**config.mk**
```make
export PLATFORM = sky130hd
export DESIGN_NAME = btn_conditioner
export DESIGN_NICKNAME = d
export VERILOG_FILES = /design/src/rtl/btn_conditioner.sv
export SDC_FILE = /design/constraint.sdc
export NUM_CORES = 1
export LEC_CHECK = 0
export CAP_MARGIN = 40
export CORE_ASPECT_RATIO = 1.5
export CORE_UTILIZATION = 69
export CTS_CLUSTER_DIAMETER = 100
export DETAILED_ROUTE_END_ITERATION = 12
export PLACE_DENSITY_LB_ADDON = 0.1
export SLEW_MARGIN = 20
export SYNTH_ARGS = -nofsm -noshare
export SYNTH_HDL_FRONTEND = slang
export SYNTH_SLANG_ARGS = --single-unit
```
**constraint.sdc**
```tcl
create_clock -name clk -period 5.5 [get_ports clk]
set_input_delay 1.1 -clock clk [delete_from_list [all_inputs] [get_ports clk]]
set_output_delay 1.1 -clock clk [all_outputs]
set_load 0.05 [all_outputs]
```
**src/rtl/btn_conditioner.sv**
```systemverilog
// Five-channel push-button conditioner: 2-flop synchronizer, per-bit debounce,
// and a per-bit press/auto-repeat pulse generator driving button_bus.
module btn_conditioner #(
  parameter int DEBOUNCE_CYCLES = 1000000,
  parameter int REPEAT_DELAY    = 50000000,
  parameter int REPEAT_PERIOD   = 20000000
) (
  input  logic       clk,
  input  logic       reset_n,
  input  logic [4:0] btn_raw,
  input  logic [4:0] repeat_en,
  output logic [4:0] button_bus,
  output logic [4:0] btn_level
);

  localparam int NB    = 5;
  localparam int MAX_A = (DEBOUNCE_CYCLES > REPEAT_DELAY) ? DEBOUNCE_CYCLES : REPEAT_DELAY;
  localparam int MAX_P = (MAX_A > REPEAT_PERIOD) ? MAX_A : REPEAT_PERIOD;
  localparam int CW    = $clog2(MAX_P + 1);

  localparam logic [CW-1:0] DEB_C  = CW'(DEBOUNCE_CYCLES);
  localparam logic [CW-1:0] RD_C   = CW'(REPEAT_DELAY);
  localparam logic [CW-1:0] RD_SAT = CW'(REPEAT_DELAY - 1);
  localparam logic [CW-1:0] RP_C   = CW'(REPEAT_PERIOD);

  typedef enum logic [1:0] {
    IDLE   = 2'd0,
    HOLD   = 2'd1,
    REPEAT = 2'd2
  } state_e;

  logic [NB-1:0] sync1_r;
  logic [NB-1:0] sync2_r;
  logic [NB-1:0] level_r;
  logic [NB-1:0] bus_r;
  logic [CW-1:0] deb_cnt_r  [NB];
  logic [CW-1:0] hold_cnt_r [NB];
  state_e        state_r    [NB];

  logic [CW-1:0] cnt_inc_s  [NB];
  logic [CW-1:0] hold_inc_s [NB];
  logic [NB-1:0] deb_done_s;
  logic [NB-1:0] rise_s;
  logic [NB-1:0] fall_s;

  assign button_bus = bus_r;
  assign btn_level  = level_r;

  // Debounce decode: rise/fall fire on the edge where btn_level is about to flip.
  always_comb begin
    cnt_inc_s  = '{default: '0};
    hold_inc_s = '{default: '0};
    deb_done_s = '0;
    rise_s     = '0;
    fall_s     = '0;
    for (int i = 0; i < NB; i++) begin
      cnt_inc_s[i]  = deb_cnt_r[i] + CW'(1);
      hold_inc_s[i] = hold_cnt_r[i] + CW'(1);
      deb_done_s[i] = (sync2_r[i] != level_r[i]) && (cnt_inc_s[i] == DEB_C);
      rise_s[i]     = deb_done_s[i] & sync2_r[i];
      fall_s[i]     = deb_done_s[i] & ~sync2_r[i];
    end
  end

  // Synchronizer chain and debounce counters / debounced level.
  always_ff @(posedge clk or negedge reset_n) begin
    if (!reset_n) begin
      sync1_r <= '0;
      sync2_r <= '0;
      level_r <= '0;
      for (int i = 0; i < NB; i++) begin
        deb_cnt_r[i] <= '0;
      end
    end else begin
      sync1_r <= btn_raw;
      sync2_r <= sync1_r;
      for (int i = 0; i < NB; i++) begin
        if (sync2_r[i] == level_r[i]) begin
          deb_cnt_r[i] <= '0;
        end else if (deb_done_s[i]) begin
          level_r[i]   <= sync2_r[i];
          deb_cnt_r[i] <= '0;
        end else begin
          deb_cnt_r[i] <= cnt_inc_s[i];
        end
      end
    end
  end

  // Press / auto-repeat FSM per bit; one counter serves as hold and period timer.
  always_ff @(posedge clk or negedge reset_n) begin
    if (!reset_n) begin
      bus_r <= '0;
      for (int i = 0; i < NB; i++) begin
        state_r[i]    <= IDLE;
        hold_cnt_r[i] <= '0;
      end
    end else begin
      for (int i = 0; i < NB; i++) begin
        bus_r[i] <= 1'b0;
        case (state_r[i])
          IDLE: begin
            hold_cnt_r[i] <= '0;
            if (rise_s[i]) begin
              bus_r[i]   <= 1'b1;
              state_r[i] <= HOLD;
            end
          end
          HOLD: begin
            if (fall_s[i]) begin
              state_r[i]    <= IDLE;
              hold_cnt_r[i] <= '0;
            end else if (hold_inc_s[i] >= RD_C) begin
              // Saturate one below the delay so a late repeat_en fires at once
              if (repeat_en[i] && !bus_r[i]) begin
                bus_r[i]      <= 1'b1;
                state_r[i]    <= REPEAT;
                hold_cnt_r[i] <= '0;
              end else begin
                hold_cnt_r[i] <= RD_SAT;
              end
            end else begin
              hold_cnt_r[i] <= hold_inc_s[i];
            end
          end
          REPEAT: begin
            if (fall_s[i]) begin
              state_r[i]    <= IDLE;
              hold_cnt_r[i] <= '0;
            end else if (!repeat_en[i]) begin
              hold_cnt_r[i] <= '0;
            end else if (hold_inc_s[i] == RP_C) begin
              bus_r[i]      <= 1'b1;
              hold_cnt_r[i] <= '0;
            end else begin
              hold_cnt_r[i] <= hold_inc_s[i];
            end
          end
          default: begin
            state_r[i]    <= IDLE;
            hold_cnt_r[i] <= '0;
          end
        endcase
      end
    end
  end

endmodule
```
==> flow_metrics.tcl <==
set metrics [dict create \
    status "complete, no violations" \
    finalMaxSlewViolations 0 \
    dpl.hpwl_um 28970 \
    synth_edf_count 0 \
    cts_setup_buffers 0 \
    wl_um 41210 \
    num_vias 15521 \
    cts_tree "built" \
    fin_setup_tns_ns 0 \
    h-tree-depth 1 \
    cts_sinks 290 \
    drt_first_pass_iters 5 \
    finalInstanceArea_mm2 0.01970 \
    timing.final.hold_violations 0 \
    coreArea_mm2 0.02594 \
    die-width_um 135.3 \
    worst_slew_pin_slew_ns 0.8348 \
    synthArstFlopShare_pct 100.0 \
    synth_cell_types 84 \
    crit_path_end_kind "flop" \
    first_global_vias 15273 \
    syn_inst 2110 \
    cts_resized 0 \
    syn2layout_area_growth_pct 7.151 \
    place_area_mm2 0.01863 \
    startpoint_type "flop" \
    synth_most_common_cell "dfrtp_1" \
    rsz0062_at_grt "no" \
    yosys-top-cells-count "dfrtp_1 (290), nor2_1 (242), xnor2_1 (166), nand2_1 (157), nand3_1 (128)" \
    ys_warn_count 0 \
    ios 22 \
    path_class "flop to flop" \
    die_y_um 201.9 \
    routed_via_density 6.427 \
    path_clk_slew_ns 0.07 \
    avgSynthCellArea_um2 8.715 \
    initial_core_util_pct 70.88 \
    cap_viol_max_count 0 \
    relSlewSlack_pct 44.35 \
    rows 72 \
    drt-initial-drc-count 1002 \
    utilization_pct 75.95 \
    routedWlPerCell_um 17.06 \
    clk_latency_ns 0.56 \
    portBuffers 21 \
    finalSetupViolCount 0 \
    cp.arrival_ns 4.46 \
    layout_min_cycle_time_ns 4.063 \
    holdWs_ns 0.3445 \
    drive_above_1_share_pct 4.995 \
    min_path_type "flop to flop" \
    yosysTopAreaCellShare_pct 39.46 \
    netlist_area_mm2 0.01839 \
    grt_pass1_wl_um 69590 \
    peakVddDrop_v 0.0002769 \
    ant_nets 0 \
    yosys-top-cells-area "dfrtp_1 (39%), xnor2_1 (7.9%), xor2_1 (5.4%)" \
    diodes 0 \
    synth_nets 2157 \
    die_area_mm2 0.02732 \
    cts.path.max_buffers 3 \
    drc 0 \
    antenna_found_initial 0 \
    yosys_register_bits 290 \
    fmax_mhz 246.1 \
    synth_top_cell_by_area "dfrtp_1" \
    overflow 0 \
    gp_congestion 0.9496 \
    cts_made_buffers 29 \
    clock_skew_ns 0.01237 \
    grtUsageTotal_pct 30.53 \
    hold_buffers 0 \
    p_leak_nw 7.776 \
    pwr_density_cell_mw_per_mm2 222.9 \
    clock-root-buffer "clkbuf_16" \
    ys.flop_type "dfrtp_1" \
    crit_fanout 16 \
    yosysSeqAreaShare_pct 39.46 \
    finalNetCount 2107 \
    grt_max_degree 120 \
    post-route-period-util_pct 73.87 \
    required_ns 5.90 \
]
[metrics by stage]
stage               cells  power (mW)  setup slack, ns
floorplan            2110       2.247            2.115
global placement     2357       2.311            1.636
detailed placement   2359       2.316            1.454
CTS                  2412       4.416            1.420
global route         2415       4.524            1.057
finish               2415       4.391            1.437
[sequential cells by signal, indices dropped and copies added, names as in the netlist]
name / flops
hold_cnt_r: 130
btn_level: 5
sync2_r: 5
state_r: 10
button_bus: 5
deb_cnt_r: 130
sync1_r: 5
[where the power goes]
part / internal [mW] / total [mW] / switching (mW) / leakage, nW
Combinational: 0.0315 / 0.112 / 0.0804 / 3.35
Clock: 1.23 / 2.11 / 0.887 / 0.480
Sequential: 2.15 / 2.16 / 0.0179 / 3.95
Total: 3.41 / 4.39 / 0.986 / 7.78
[worst paths after layout]
| kind | from | endpoint | slack [ns] | cells after the start |
|---|---|---|---|---|
| worst max-delay path | hold_cnt_r[30] | hold_cnt_r[47] | 1.44 | 9 |
| worst min register to register | sync1_r[4] | sync2_r[4] | 0.34 | 0 |
| min in group asynchronous | reset_n | hold_cnt_r[71] | 0.58 | 1 |
| max in group asynchronous | reset_n | hold_cnt_r[87] | 3.79 | 2 |
| worst max register to register | hold_cnt_r[30] | hold_cnt_r[47] | 1.44 | 9 |
| worst min-delay path | sync1_r[4] | sync2_r[4] | 0.34 | 0 |
[per-layer routing]
layer	up-vias	part of all wire (%)	wire length, um	global-route usage (%)
met5	-	0	0	0
met1	7557	40	16440	35.18
li1	7442	-	-	-
met3	128	3.4	1387	3.035
met2	394	53	21930	56.43
met4	0	3.5	1447	13.24
[cells by family (layout without fill, tap and decap cells)]
kind of cell	after synthesis	in the layout	synth area share, %
DFF	290	290	39.46
and+or+nand+nor	973	973	27.84
AOI/OAI and AO/OA	332	332	12.02
adders and majority gates	35	35	2.381
muxes	19	19	1.061
xor gates and xnor gates	280	280	13.34
buffers and inverters	181	153	3.899
[critical path: stages, from the launching register on]
cell and delay, ns:
dfrtp_1 0.45, nand4_1 0.35, or4_1 0.74, nor3_1 0.36, xor2_1 0.14, or4bb_1 0.49, or4_1 0.45, and3b_1 0.23
o21ai_2 0.48, o21ai_0 0.22
[placed cells by master, fill, tap and decap left out, drive strengths merged, types with 7 or more instances in the layout]
| master | count |
|---|---|
| a211oi | 13 |
| a21oi | 44 |
| a22oi | 11 |
| a31oi | 19 |
| and2 | 22 |
| and3 | 45 |
| and3b | 9 |
| and4 | 24 |
| buf | 12 |
| clkbuf | 34 |
| clkdlybuf4s50 | 20 |
| clkinvlp | 8 |
| dfrtp | 290 |
| ha | 35 |
| inv | 69 |
| mux2i | 15 |
| nand2 | 157 |
| nand2b | 22 |
| nand3 | 129 |
| nand4 | 90 |
| nand4b | 8 |
| nor2 | 242 |
| nor2b | 20 |
| nor3 | 59 |
| nor3b | 13 |
| nor4 | 58 |
| nor4b | 7 |
| o211ai | 10 |
| o21ai | 120 |
| o22ai | 11 |
| o31ai | 13 |
| o41ai | 7 |
| or2 | 11 |
| or3 | 24 |
| or4 | 17 |
| xnor2 | 166 |
| xor2 | 114 |
[cell type report]
cell class / count / area [um2]
clock inverter: 19 / 230.2
clock buffer: 34 / 794.5
multi-input combinational: 1639 / 10420
inverter: 68 / 255.2
sequential: 290 / 7257
timing repair buffer: 32 / 335.3
tap: 333 / 416.7
fill: 1884 / 6241
(Power assumes the default switching activity.)
